<file path="src/rtl/tx_block.sv">
// UART transmitter: 1 start bit, 8 data bits LSB first, 1 stop bit, one-deep holding buffer.
// Define TX_PARITY_EN to insert an even-parity bit between the data bits and the stop bit.
module tx_block #(
  parameter int BIT_PERIOD = 10
) (
  input  logic       clk,
  input  logic       n_rst,
  input  logic [7:0] tx_data,
  input  logic       load_data,
  output logic       serial_out,
  output logic       tx_ready,
  output logic       tx_busy,
  output logic       overrun_error
);

  localparam logic [7:0] LAST = 8'(BIT_PERIOD - 1);

`ifdef TX_PARITY_EN
  typedef enum logic [2:0] {IDLE, START, DATA, PARITY, STOP} state_t;
`else
  typedef enum logic [2:0] {IDLE, START, DATA, STOP} state_t;
`endif

  state_t     state_q;
  logic [7:0] clk_cnt_q;
  logic [7:0] clk_cnt_d;
  logic [2:0] bit_cnt_q;
  logic [7:0] shift_q;
  logic [7:0] hold_q;
  logic       parity_q;
  logic       serial_q;
  logic       ready_q;
  logic       busy_q;
  logic       overrun_q;
  logic       bit_end;
  logic       take_buf;

  assign serial_out    = serial_q;
  assign tx_ready      = ready_q;
  assign tx_busy       = busy_q;
  assign overrun_error = overrun_q;

  // A full buffer is drained either from IDLE or at the end of a stop bit.
  always_comb begin
    bit_end   = (clk_cnt_q == LAST);
    clk_cnt_d = bit_end ? 8'd0 : clk_cnt_q + 8'd1;
    take_buf  = !ready_q &&
                ((state_q == IDLE) || ((state_q == STOP) && bit_end));
  end

  always_ff @(posedge clk) begin
    if (!n_rst) begin
      state_q   <= IDLE;
      clk_cnt_q <= 8'd0;
      bit_cnt_q <= 3'd0;
      serial_q  <= 1'b1;
      ready_q   <= 1'b1;
      busy_q    <= 1'b0;
      overrun_q <= 1'b0;
    end else begin
      // Acceptance is judged on the pre-edge ready flag, so a load can never race a drain.
      if (take_buf)
        ready_q <= 1'b1;
      if (load_data) begin
        if (ready_q) begin
          hold_q    <= tx_data;
          ready_q   <= 1'b0;
          overrun_q <= 1'b0;
        end else begin
          overrun_q <= 1'b1;
        end
      end

      case (state_q)
        IDLE: begin
          serial_q  <= 1'b1;
          clk_cnt_q <= 8'd0;
          if (!ready_q) begin
            shift_q   <= hold_q;
            parity_q  <= ^hold_q;
            bit_cnt_q <= 3'd0;
            serial_q  <= 1'b0;
            busy_q    <= 1'b1;
            state_q   <= START;
          end
        end
        START: begin
          clk_cnt_q <= clk_cnt_d;
          if (bit_end) begin
            serial_q <= shift_q[0];
            state_q  <= DATA;
          end
        end
        DATA: begin
          clk_cnt_q <= clk_cnt_d;
          if (bit_end) begin
            shift_q   <= shift_q >> 1;
            bit_cnt_q <= bit_cnt_q + 3'd1;
            if (bit_cnt_q == 3'd7) begin
`ifdef TX_PARITY_EN
              serial_q <= parity_q;
              state_q  <= PARITY;
`else
              serial_q <= 1'b1;
              state_q  <= STOP;
`endif
            end else begin
              serial_q <= shift_q[1];
            end
          end
        end
`ifdef TX_PARITY_EN
        PARITY: begin
          clk_cnt_q <= clk_cnt_d;
          if (bit_end) begin
            serial_q <= 1'b1;
            state_q  <= STOP;
          end
        end
`endif
        STOP: begin
          clk_cnt_q <= clk_cnt_d;
          if (bit_end) begin
            if (!ready_q) begin
              shift_q   <= hold_q;
              parity_q  <= ^hold_q;
              bit_cnt_q <= 3'd0;
              serial_q  <= 1'b0;
              state_q   <= START;
            end else begin
              serial_q <= 1'b1;
              busy_q   <= 1'b0;
              state_q  <= IDLE;
            end
          end
        end
        default: begin
          serial_q  <= 1'b1;
          busy_q    <= 1'b0;
          clk_cnt_q <= 8'd0;
          state_q   <= IDLE;
        end
      endcase
    end
  end

endmodule

</file>
<file path="config.mk">
export PLATFORM = sky130hd
export DESIGN_NAME = tx_block
export DESIGN_NICKNAME = d
export VERILOG_FILES = /design/src/rtl/tx_block.sv
export SDC_FILE = /design/constraint.sdc
export NUM_CORES = 1
export LEC_CHECK = 0
export BUFFER_PORTS_ARGS = -buffer_cell sky130_fd_sc_hd__buf_2
export CAP_MARGIN = 10
export CORE_MARGIN = 2
export CORE_UTILIZATION = 45
export CTS_CLUSTER_DIAMETER = 200
export DETAILED_ROUTE_END_ITERATION = 7
export SLEW_MARGIN = 30
export SYNTH_ARGS = -nofsm -noshare
export SYNTH_HDL_FRONTEND = slang
export SYNTH_SLANG_ARGS = --single-unit
</file>
<file path="constraint.sdc">
create_clock -name clk -period 5.5 [get_ports clk]
set_clock_uncertainty 0.1 [all_clocks]
set_input_delay 1.1 -clock clk [delete_from_list [all_inputs] [get_ports clk]]
set_output_delay 1.1 -clock clk [all_outputs]
set_load 0.03 [all_outputs]
</file>
==> impl_metrics.json, run 1 <==
{
  "r2r_slack_ns": 3.26,
  "ys_seq_area_share_pct": 55.69,
  "drtIter0Drc": 42,
  "tightest_slew_ns": 0.5986,
  "crit_path_start_kind": "flip-flop",
  "drcViolationCount": 0,
  "worstReg2RegEnd": "shift_q[2]$_DFFE_PP_",
  "synth_warnings": 0,
  "vias": 966,
  "final_cell_mix": "dfxtp_1 (17), edfxtp_1 (16), buf_2 (14)",
  "antenna_found_initial": 0,
  "power_density_nw_per_um2": 423.0,
  "holdPathStages": 2,
  "status": "complete, no violations",
  "coreArea_sq_um": 3078,
  "grt_pass1_wl_um": 4036,
  "async_reset_ff_share_pct": 0,
  "min_from": "tx_busy$_SDFFE_PN0P_",
  "peakVddDrop_v": 0.0002099,
  "timing.fmax_mhz": 417.3,
  "drive_gt1_share_pct": 14.38,
  "drtPass1Iterations": 4,
  "hold_viol": 0,
  "finalWeightedCongestion": 0.7709,
  "r2r_start": "clk_cnt_q[0]$_SDFF_PP0_",
  "reg2regPathDepth": 5,
  "worstPathRequired_ns": 4.30,
  "hold_class": "reg2reg",
  "cp_cell_sequence": "buf_2",
  "pre_cts_ws_ns": 2.849,
  "grt_max_degree": 18,
  "cts.repair.resized": 0,
  "layout_setup_ws_ns": 3.103,
  "area_delta_synth_final_pct": 11.29,
  "cts_root_buf": "clkbuf_4",
  "port-buffer-count": 14,
  "critPathCaptureType": "output pin",
  "arrival_ns": 1.20,
  "cts_inserted_buffers": 5,
  "cp_top_family": "flip-flops",
  "slew_headroom_pct": 60.01,
  "hold_buffers": 0,
  "synth.distinct_cells": 31,
  "fill_cells": 296,
  "p_leak_nw": 0.6538,
  "critPathMaxFanout": 12,
  "dieArea_sq_um": 3749,
  "clk_latency_ns": 0.34,
  "diodes": 0,
  "synth-main-ff-cell": "dfxtp_1",
  "fin_crit_ns": 2.397,
  "fp.dieH_um": 61.23,
  "final_common_cell": "dfxtp_1",
  "cts_tree": "done",
  "path_buf_inv": 1,
  "die_w_um": 61.23,
  "drtAntennaViolNets": 0,
  "setup_viol_count_final": 0,
  "maxCapViolations": 0,
  "final_nets": 165,
  "finalSetupTns_ns": 0,
  "dp_hpwl_um": 1697,
  "rsz0062_at_grt": "no",
  "postCtsSetupRepairBufs": 0,
  "fp-row-count": 20,
  "clkSlewWorstSetupHoldPaths_ns": 0.10,
  "multi_input_area_sq_um": 593.1,
  "routed_via_density": 5.084,
  "crit_path_max_incr_delay_ns": 0.58,
  "num_io_pins": 15,
  "syn_inst": 129,
  "drv_slew": 0,
  "synth_edf_count": 16,
  "syn_avg_cell_area_sq_um": 11.43,
  "wl_per_cell_um": 12.59,
  "syn_area_sq_um": 1474,
  "synth_nets": 149,
  "min_to": "tx_busy$_SDFFE_PN0P_",
  "critPathSlowestCell": "dfxtp_1",
  "cts_max_level": 2,
  "wl_um": 2392,
  "fin_crit_sh_pct": 43.57,
  "worst-path-stages": 1,
  "initial_core_util_pct": 47.89,
  "synth_seq_cells": 33,
  "grt-ovfl-total": 0,
  "clockBufferDepth": 2,
  "cts.sinks": 33,
  "seq_area_sq_um": 820.8,
  "grt_use_total_pct": 15.48,
  "first_global_vias": 909,
  "worstSetupPathType": "reg2out"
}
## how the worst max path moves through the flow
stage	start	to	slack, ns
2_1_floorplan	n_rst	shift_q[0]$_DFFE_PP_	3.28
3_5_place_dp	n_rst	shift_q[3]$_DFFE_PP_	2.85
6_report	tx_ready$_SDFF_PN1_	tx_ready	3.10
3_3_place_gp	n_rst	shift_q[3]$_DFFE_PP_	2.93
4_1_cts	tx_ready$_SDFF_PN1_	tx_ready	3.10
5_1_grt	tx_ready$_SDFF_PN1_	tx_ready	3.01
## where the power goes
group          internal, W  switching (W)  leakage (nW)
Combinational    0.0000783       0.000115         0.326
Clock            0.0000946      0.0000831        0.0399
Sequential        0.000298      0.0000241         0.288
Total             0.000471       0.000223         0.654
## synth_stat cells, drive strengths merged (3+ instances only)
| cell | number | area (sq um) |
|---|---|---|
| dfxtp | 17 | 340.3 |
| edfxtp | 16 | 480.5 |
| nor2 | 12 | 45.04 |
| ha | 9 | 112.6 |
| o21ai | 8 | 40.03 |
| a22o | 7 | 61.31 |
| inv | 7 | 26.28 |
| nand2 | 6 | 22.52 |
| nand3 | 5 | 25.02 |
| nor2b | 5 | 31.28 |
| xor2 | 5 | 43.79 |
| and3 | 4 | 25.02 |
| clkbuf | 3 | 11.26 |
| mux2i | 3 | 30.03 |
## cell families after synthesis
group / synth area share (%)
AND/OR/NAND/NOR: 15.19
flip-flops: 55.69
AO/OA/AOI/OAI: 11.80
buffers and inverters: 4.075
adder cells (fa/ha/maj): 7.640
XOR/XNOR: 3.565
multiplexers: 2.037
## metrics by stage
step,power [W],cells,area (sq um),utilization (%),hold WS (ns)
final,0.0006938,190,1640,53.29,0.3655
after global routing,0.0007420,190,1640,53.29,0.4004
after CTS,0.0006993,190,1640,53.29,0.3702
after detailed placement,0.0005220,182,1565,50.85,0.3551
after global placement,0.0005153,182,1565,50.85,0.3456
after floorplan,0.0004783,129,1474,-,0.3526
## flip-flops by register name (all words and copies together) (netlist names)
signal / cells
overrun_error: 1
tx_busy: 1
shift_q: 8
clk_cnt_q: 8
serial_out: 1
tx_ready: 1
bit_cnt_q: 3
hold_q: 8
state_q: 2
## area by class of cell
type,instances,area share [%]
tap,44,3.356
sequential,33,50.04
multi-input combinational,84,36.16
inverter,7,1.602
clock buffer,6,2.517
timing repair buffer,14,4.272
clock inverter,2,2.060
## per-layer routing
layer  vias up  GRT usage, %  routed length [um]
met5         -             0                   0
met4         0         9.317                  68
met3         8         5.672                 104
met2        19         22.64                1050
met1       443         19.52                1169
li1        496             -                   -
Note: power is estimated with default switching activity, not from simulation.
==> run 2: changes to the inputs <==
Settings changed: ABC_AREA from default to 1, PLACE_DENSITY from default to 0.66.
Clock period 5.5 ns to 2.05 ns, I/O delays scaled along.
==> run 2 against run 1 <==
Against the previous run:
- area after synthesis is 7.1% higher
- sequential power rose to 2.8 times the previous value
- sequential share of layout area decreased by 4.0 points
- die area grew 6.7%
- critical path depth increased by 7
- count of clock-buffer cells in the layout shrank 1
- register-to-register slack worse by 3.1 ns
- total power increased to 3.1 times the previous value
- hold slack got worse by 0.22 ns
- flip-flop and latch count unchanged
- utilization is 0.24 points lower
- largest cell class unchanged
==> impl_metrics.json, run 2 <==
{
  "status": "complete, no violations",
  "setup_viol_count_final": 0,
  "cp_top_family": "flip-flops",
  "final-instance-count-excl-fill": 246,
  "die_w_um": 63.24,
  "clkSlewWorstSetupHoldPaths_ns": 0.12,
  "reg2regPathDepth": 8,
  "syn_inst": 179,
  "synth_warnings": 0,
  "synth.distinct_cells": 28,
  "fin_crit_ns": 1.865,
  "port-buffer-count": 14,
  "vias": 1166,
  "routed_via_density": 4.740,
  "grt_use_total_pct": 15.48,
  "power_density_nw_per_um2": 1225,
  "critPathSlowestCell": "dfxtp_1",
  "netlist.area_leader.share_pct": 30.43,
  "synth_edf_count": 16,
  "place_area_sq_um": 1700,
  "initial_core_util_pct": 46.95,
  "maxCapViolations": 0,
  "hold_viol": 0,
  "fp-row-count": 21,
  "r2r_slack_ns": 0.19,
  "crit_start": "state_q[0]$_SDFFE_PN0P_",
  "path_buf_inv": 3,
  "finalSetupTns_ns": 0,
  "coreArea_sq_um": 3363,
  "hold_class": "in2reg",
  "pre_cts_ws_ns": 0.2183,
  "drcViolationCount": 0,
  "async_reset_ff_share_pct": 0,
  "synth_nets": 199,
  "synth_seq_cells": 33,
  "grt_max_degree": 13,
  "ys_top_cells_by_count": "nand2_1 (41), nor2_1 (26), inv_1 (20)",
  "r2r_start": "state_q[0]$_SDFFE_PN0P_",
  "worst-path-stages": 8,
  "syn_area_sq_um": 1579,
  "synthTopCellsByArea": "edfxtp_1 (30%), dfxtp_1 (22%), nand2_1 (9.7%)",
  "first_global_vias": 1151,
  "p_leak_nw": 0.7893,
  "drtIter0Drc": 38,
  "area_delta_synth_final_pct": 13.00,
  "cts_root_buf": "clkbuf_4",
  "clk_latency_ns": 0.34,
  "fp.dieH_um": 63.24,
  "arrival_ns": 1.81,
  "drv_slew": 0,
  "drtAntennaViolNets": 0,
  "drtPass1Iterations": 4,
  "fin_crit_sh_pct": 90.98,
  "dp_cells": 238,
  "final_nets": 219,
  "critPathCaptureType": "flip-flop",
  "synth_top_cell_by_area": "edfxtp_1",
  "endpoint": "shift_q[4]$_DFFE_PP_",
  "final_core_util_pct": 53.05,
  "num_io_pins": 15,
  "syn_avg_cell_area_sq_um": 8.821,
  "critPathMaxFanout": 12,
  "worstReg2RegEnd": "shift_q[4]$_DFFE_PP_",
  "final_cell_mix": "nand2_1 (41), nor2_1 (26), inv_1 (20)",
  "wl_per_cell_um": 11.25,
  "ys_seq_area_share_pct": 51.98,
  "synth-main-ff-cell": "dfxtp_1",
  "holdPathStages": 1,
  "cts.sinks": 33,
  "tightest_slew_ns": 0.3306,
  "cts_inserted_buffers": 5,
  "clockBufferDepth": 2,
  "worstSetupPathType": "reg2reg",
  "wl_um": 2767,
  "crit_path_start_kind": "flip-flop",
  "dp_hpwl_um": 2159,
  "grt-ovfl-total": 0,
  "peakVddDrop_v": 0.0006076,
  "postCtsSetupRepairBufs": 0,
  "drive_gt1_share_pct": 18.50,
  "crit_path_max_incr_delay_ns": 0.43,
  "grt_pass1_wl_um": 4802,
  "cts_max_level": 2,
  "dieArea_sq_um": 3999,
  "finalWeightedCongestion": 0.8865,
  "cp_cell_sequence": "inv_1 > ha_1 > inv_2 > nand2_1 > o21ai_2 > nand2_2 > nor2_1 > buf_4",
  "layout_setup_ws_ns": 0.1850,
  "largestRegisters": "clk_cnt_q: 8 flops, hold_q: 8 flops, shift_q: 8 flops",
  "hold_buffers": 0,
  "synth_most_common_cell": "nand2_1",
  "slew_headroom_pct": 77.93,
  "timing.fmax_mhz": 536.2,
  "final_common_cell": "nand2_1",
  "cts_tree": "done",
  "worstPathRequired_ns": 2.00,
  "antenna_found_initial": 0,
  "cts.repair.resized": 0,
  "diodes": 0,
  "rsz0062_at_grt": "no",
  "fin_area_sq_um": 1784
}
[run 2: changes by cell type after synthesis, sizes merged, moves of 3 or more]
cell / delta
mux2i: -3
a22o: -7
nor2b: -5
nor2: +15
nand2: +37
inv: +14
clkbuf: -3
xor2: -4
nor3: +4
and3: -4
a21oi: +4
nand3: +11
[run 2: cell type report]
| class | instances | area, sq um |
|---|---|---|
| Fill cell | 334 | 1579 |
| Tap cell | 46 | 57.56 |
| Sequential cell | 33 | 820.8 |
| Clock inverter | 3 | 46.29 |
| Inverter | 22 | 82.58 |
| Multi-Input combinational cell | 120 | 646.9 |
| Timing Repair Buffer | 17 | 92.59 |
| Clock buffer | 5 | 37.54 |
[run 2: logic make-up after synthesis]
family	Yosys count	synth area share [%]
simple gates	95	27.50
flops	33	51.98
buf+inv	26	7.052
compound gates	14	5.230
fa+ha+maj	9	7.132
xor+xnor	2	1.110
[run 2: how the worst min path moves through the flow]
| stage | startpoint | end |
|---|---|---|
| 2_1_floorplan | clk_cnt_q[0]$_SDFF_PP0_ | clk_cnt_q[0]$_SDFF_PP0_ |
| 3_3_place_gp | clk_cnt_q[0]$_SDFF_PP0_ | clk_cnt_q[0]$_SDFF_PP0_ |
| 3_5_place_dp | clk_cnt_q[0]$_SDFF_PP0_ | clk_cnt_q[0]$_SDFF_PP0_ |
| 4_1_cts | tx_data[0] | hold_q[0]$_DFFE_PP_ |
| 5_1_grt | tx_data[2] | hold_q[2]$_DFFE_PP_ |
| 6_report | tx_data[0] | hold_q[0]$_DFFE_PP_ |
[run 2: layer usage]
layer | up-vias | share of wire, % | global-route usage, %
li1 | 620 | - | -
met1 | 524 | 46 | 17.70
met2 | 18 | 49 | 27.53
met3 | 4 | 3.4 | 4.286
met4 | 0 | 1.3 | 5.707
met5 | - | 0 | 0
[run 2: per-stage QoR]
step / hold WS [ns] / total power [W]
2_1_floorplan: 0.3337 / 0.001544
3_3_place_gp: 0.3435 / 0.001686
5_1_grt: 0.1254 / 0.002366
3_5_place_dp: 0.3623 / 0.001719
4_1_cts: 0.1301 / 0.002210
6_report: 0.1446 / 0.002185
[run 2: where the power goes]
part / leakage [nW] / total (W) / internal [W] / switching [W]
logic: 0.459 / 0.000789 / 0.000283 / 0.000506
clock network: 0.0414 / 0.000491 / 0.000258 / 0.000233
registers: 0.289 / 0.000905 / 0.000832 / 0.0000726
total: 0.789 / 0.00218 / 0.00137 / 0.000811
==> run 3: changes to the inputs <==
Settings changed: CAP_MARGIN 10 to default, PLACE_DENSITY 0.66 to default, PLACE_DENSITY_LB_ADDON from default to 0.25.
Clock period 2.05 ns to 2.2 ns, I/O delays scaled along.
==> run 3 against run 2 <==
Against the previous run:
- die area stayed put
- critical path type unchanged
- flip-flop and latch count stayed put
- clock power is 34% lower
- critical endpoint unchanged
- cell area is 1.8% lower
- sequential power is 6.9% lower
- fmax is 0.25% higher
- sequential share of layout area is 0.85 points higher
- wire length is 0.72% higher
==> impl_metrics.json, run 3 (synthesis results as in run 2) <==
{
  "status": "complete, no violations",
  "final_cell_mix": "nand2_1 (41), nor2_1 (26), inv_1 (20)",
  "die_w_um": 63.24,
  "fill_cells": 352,
  "antenna_found_initial": 0,
  "postCtsSetupRepairBufs": 0,
  "drcViolationCount": 0,
  "routed_via_density": 4.902,
  "initial_core_util_pct": 46.95,
  "pre_cts_ws_ns": 0.3655,
  "hold_viol": 0,
  "cts.sinks": 33,
  "critPathCaptureType": "flip-flop",
  "cts_max_level": 2,
  "num_io_pins": 15,
  "clockBufferDepth": 2,
  "grt_pass1_wl_um": 4981,
  "power_density_nw_per_um2": 1092,
  "finalWeightedCongestion": 0.7894,
  "clkSlewWorstSetupHoldPaths_ns": 0.10,
  "peakVddDrop_v": 0.0007153,
  "final_common_cell": "nand2_1",
  "hold_buffers": 0,
  "grt_max_degree": 13,
  "drv_slew": 0,
  "place_area_sq_um": 1700,
  "slew_headroom_pct": 80.70,
  "grt-ovfl-total": 0,
  "worstPathRequired_ns": 2.15,
  "wl_um": 2787,
  "wl_per_cell_um": 11.33,
  "fin_area_sq_um": 1752,
  "arrival_ns": 1.81,
  "diodes": 0,
  "fp.dieH_um": 63.24,
  "cts_root_buf": "clkbuf_4",
  "cts.repair.resized": 0,
  "fin_crit_ns": 1.860,
  "dieArea_sq_um": 3999,
  "crit_path_start_kind": "flip-flop",
  "drtIter0Drc": 64,
  "setup_viol_count_final": 0,
  "clk_latency_ns": 0.34,
  "r2r_slack_ns": 0.34,
  "tightest_slew_ns": 0.2891,
  "fin_crit_sh_pct": 84.56,
  "drtAntennaViolNets": 0,
  "timing.fmax_mhz": 537.6,
  "area_delta_synth_final_pct": 10.94,
  "critPathMaxFanout": 12,
  "port-buffer-count": 14,
  "coreArea_sq_um": 3363,
  "largestRegisters": "clk_cnt_q: 8 flops, hold_q: 8 flops, shift_q: 8 flops",
  "maxCapViolations": 0,
  "vias": 1206,
  "cts_inserted_buffers": 5,
  "dp_hpwl_um": 2044,
  "first_global_vias": 1167,
  "drtPass1Iterations": 4,
  "final_nets": 219,
  "worstSetupPathType": "reg2reg",
  "grt_use_total_pct": 16.50,
  "hold_class": "in2reg",
  "fp-row-count": 21,
  "drive_gt1_share_pct": 18.00,
  "p_leak_nw": 0.7799,
  "rsz0062_at_grt": "no",
  "cts_tree": "done",
  "finalSetupTns_ns": 0,
  "layout_setup_ws_ns": 0.3397
}
-- run 3: cell types whose count changed in the layout (fill, tap and decap cells not counted), sizes merged --
| cell | before | now |
|---|---|---|
| bufinv | 1 | 0 |
| clkbuf | 5 | 6 |
| clkinv | 2 | 3 |
| clkinvlp | 1 | 0 |
-- run 3: critical path, stage by stage (launching register included) --
cell and delay, ns:
dfxtp_1 0.42, inv_1 0.09, ha_1 0.23, inv_2 0.17, nand2_1 0.09, o21ai_2 0.08, nand2_2 0.12, nor2_1 0.10
buf_4 0.16
-- run 3: final timing paths --
| path | start | end | cells past startpoint |
|---|---|---|---|
| setup / recovery | state_q[0]$_SDFFE_PN0P_ | shift_q[4]$_DFFE_PP_ | 8 |
| hold reg to reg | clk_cnt_q[0]$_SDFF_PP0_ | clk_cnt_q[0]$_SDFF_PP0_ | 1 |
| hold / removal | tx_data[2] | hold_q[2]$_DFFE_PP_ | 1 |
| setup reg to reg | state_q[0]$_SDFFE_PN0P_ | shift_q[4]$_DFFE_PP_ | 8 |
-- run 3: metrics by stage --
stage / hold slack [ns] / total power (W) / cells / utilization [%]
after detailed placement: 0.3719 / 0.001598 / 238 / 50.56
final: 0.1765 / 0.001913 / 246 / 52.08
after floorplan: 0.3337 / 0.001439 / 179 / -
after CTS: 0.1632 / 0.001928 / 246 / 52.08
after global placement: 0.3431 / 0.001571 / 238 / 50.56
after global routing: 0.1423 / 0.002089 / 246 / 52.08
-- run 3: area by class of cell --
cell class              count  area, sq um  area share [%]
clock buffers               6        41.29           2.357
clock inverters             2        10.01          0.5714
inverters                  22        82.58           4.714
multi-input cells         120        646.9           36.93
flip-flops and latches     33        820.8           46.86
well taps                  46        57.56           3.286
repair buffers             17        92.59           5.286
-- run 3: power by group --
group	total [W]	internal [W]	switching, W
Sequential	0.000843	0.000776	0.0000673
Clock	0.000322	0.000122	0.000200
Combinational	0.000748	0.000264	0.000484
-- run 3: metal layers --
| metal | vias up | GRT usage [%] | routed length (um) |
|---|---|---|---|
| met5 | - | 0 | 0 |
| met4 | 0 | 7.337 | 58 |
| met3 | 5 | 5.893 | 101 |
| met2 | 18 | 27.79 | 1378 |
| met1 | 562 | 18.81 | 1249 |
| li1 | 621 | - | - |
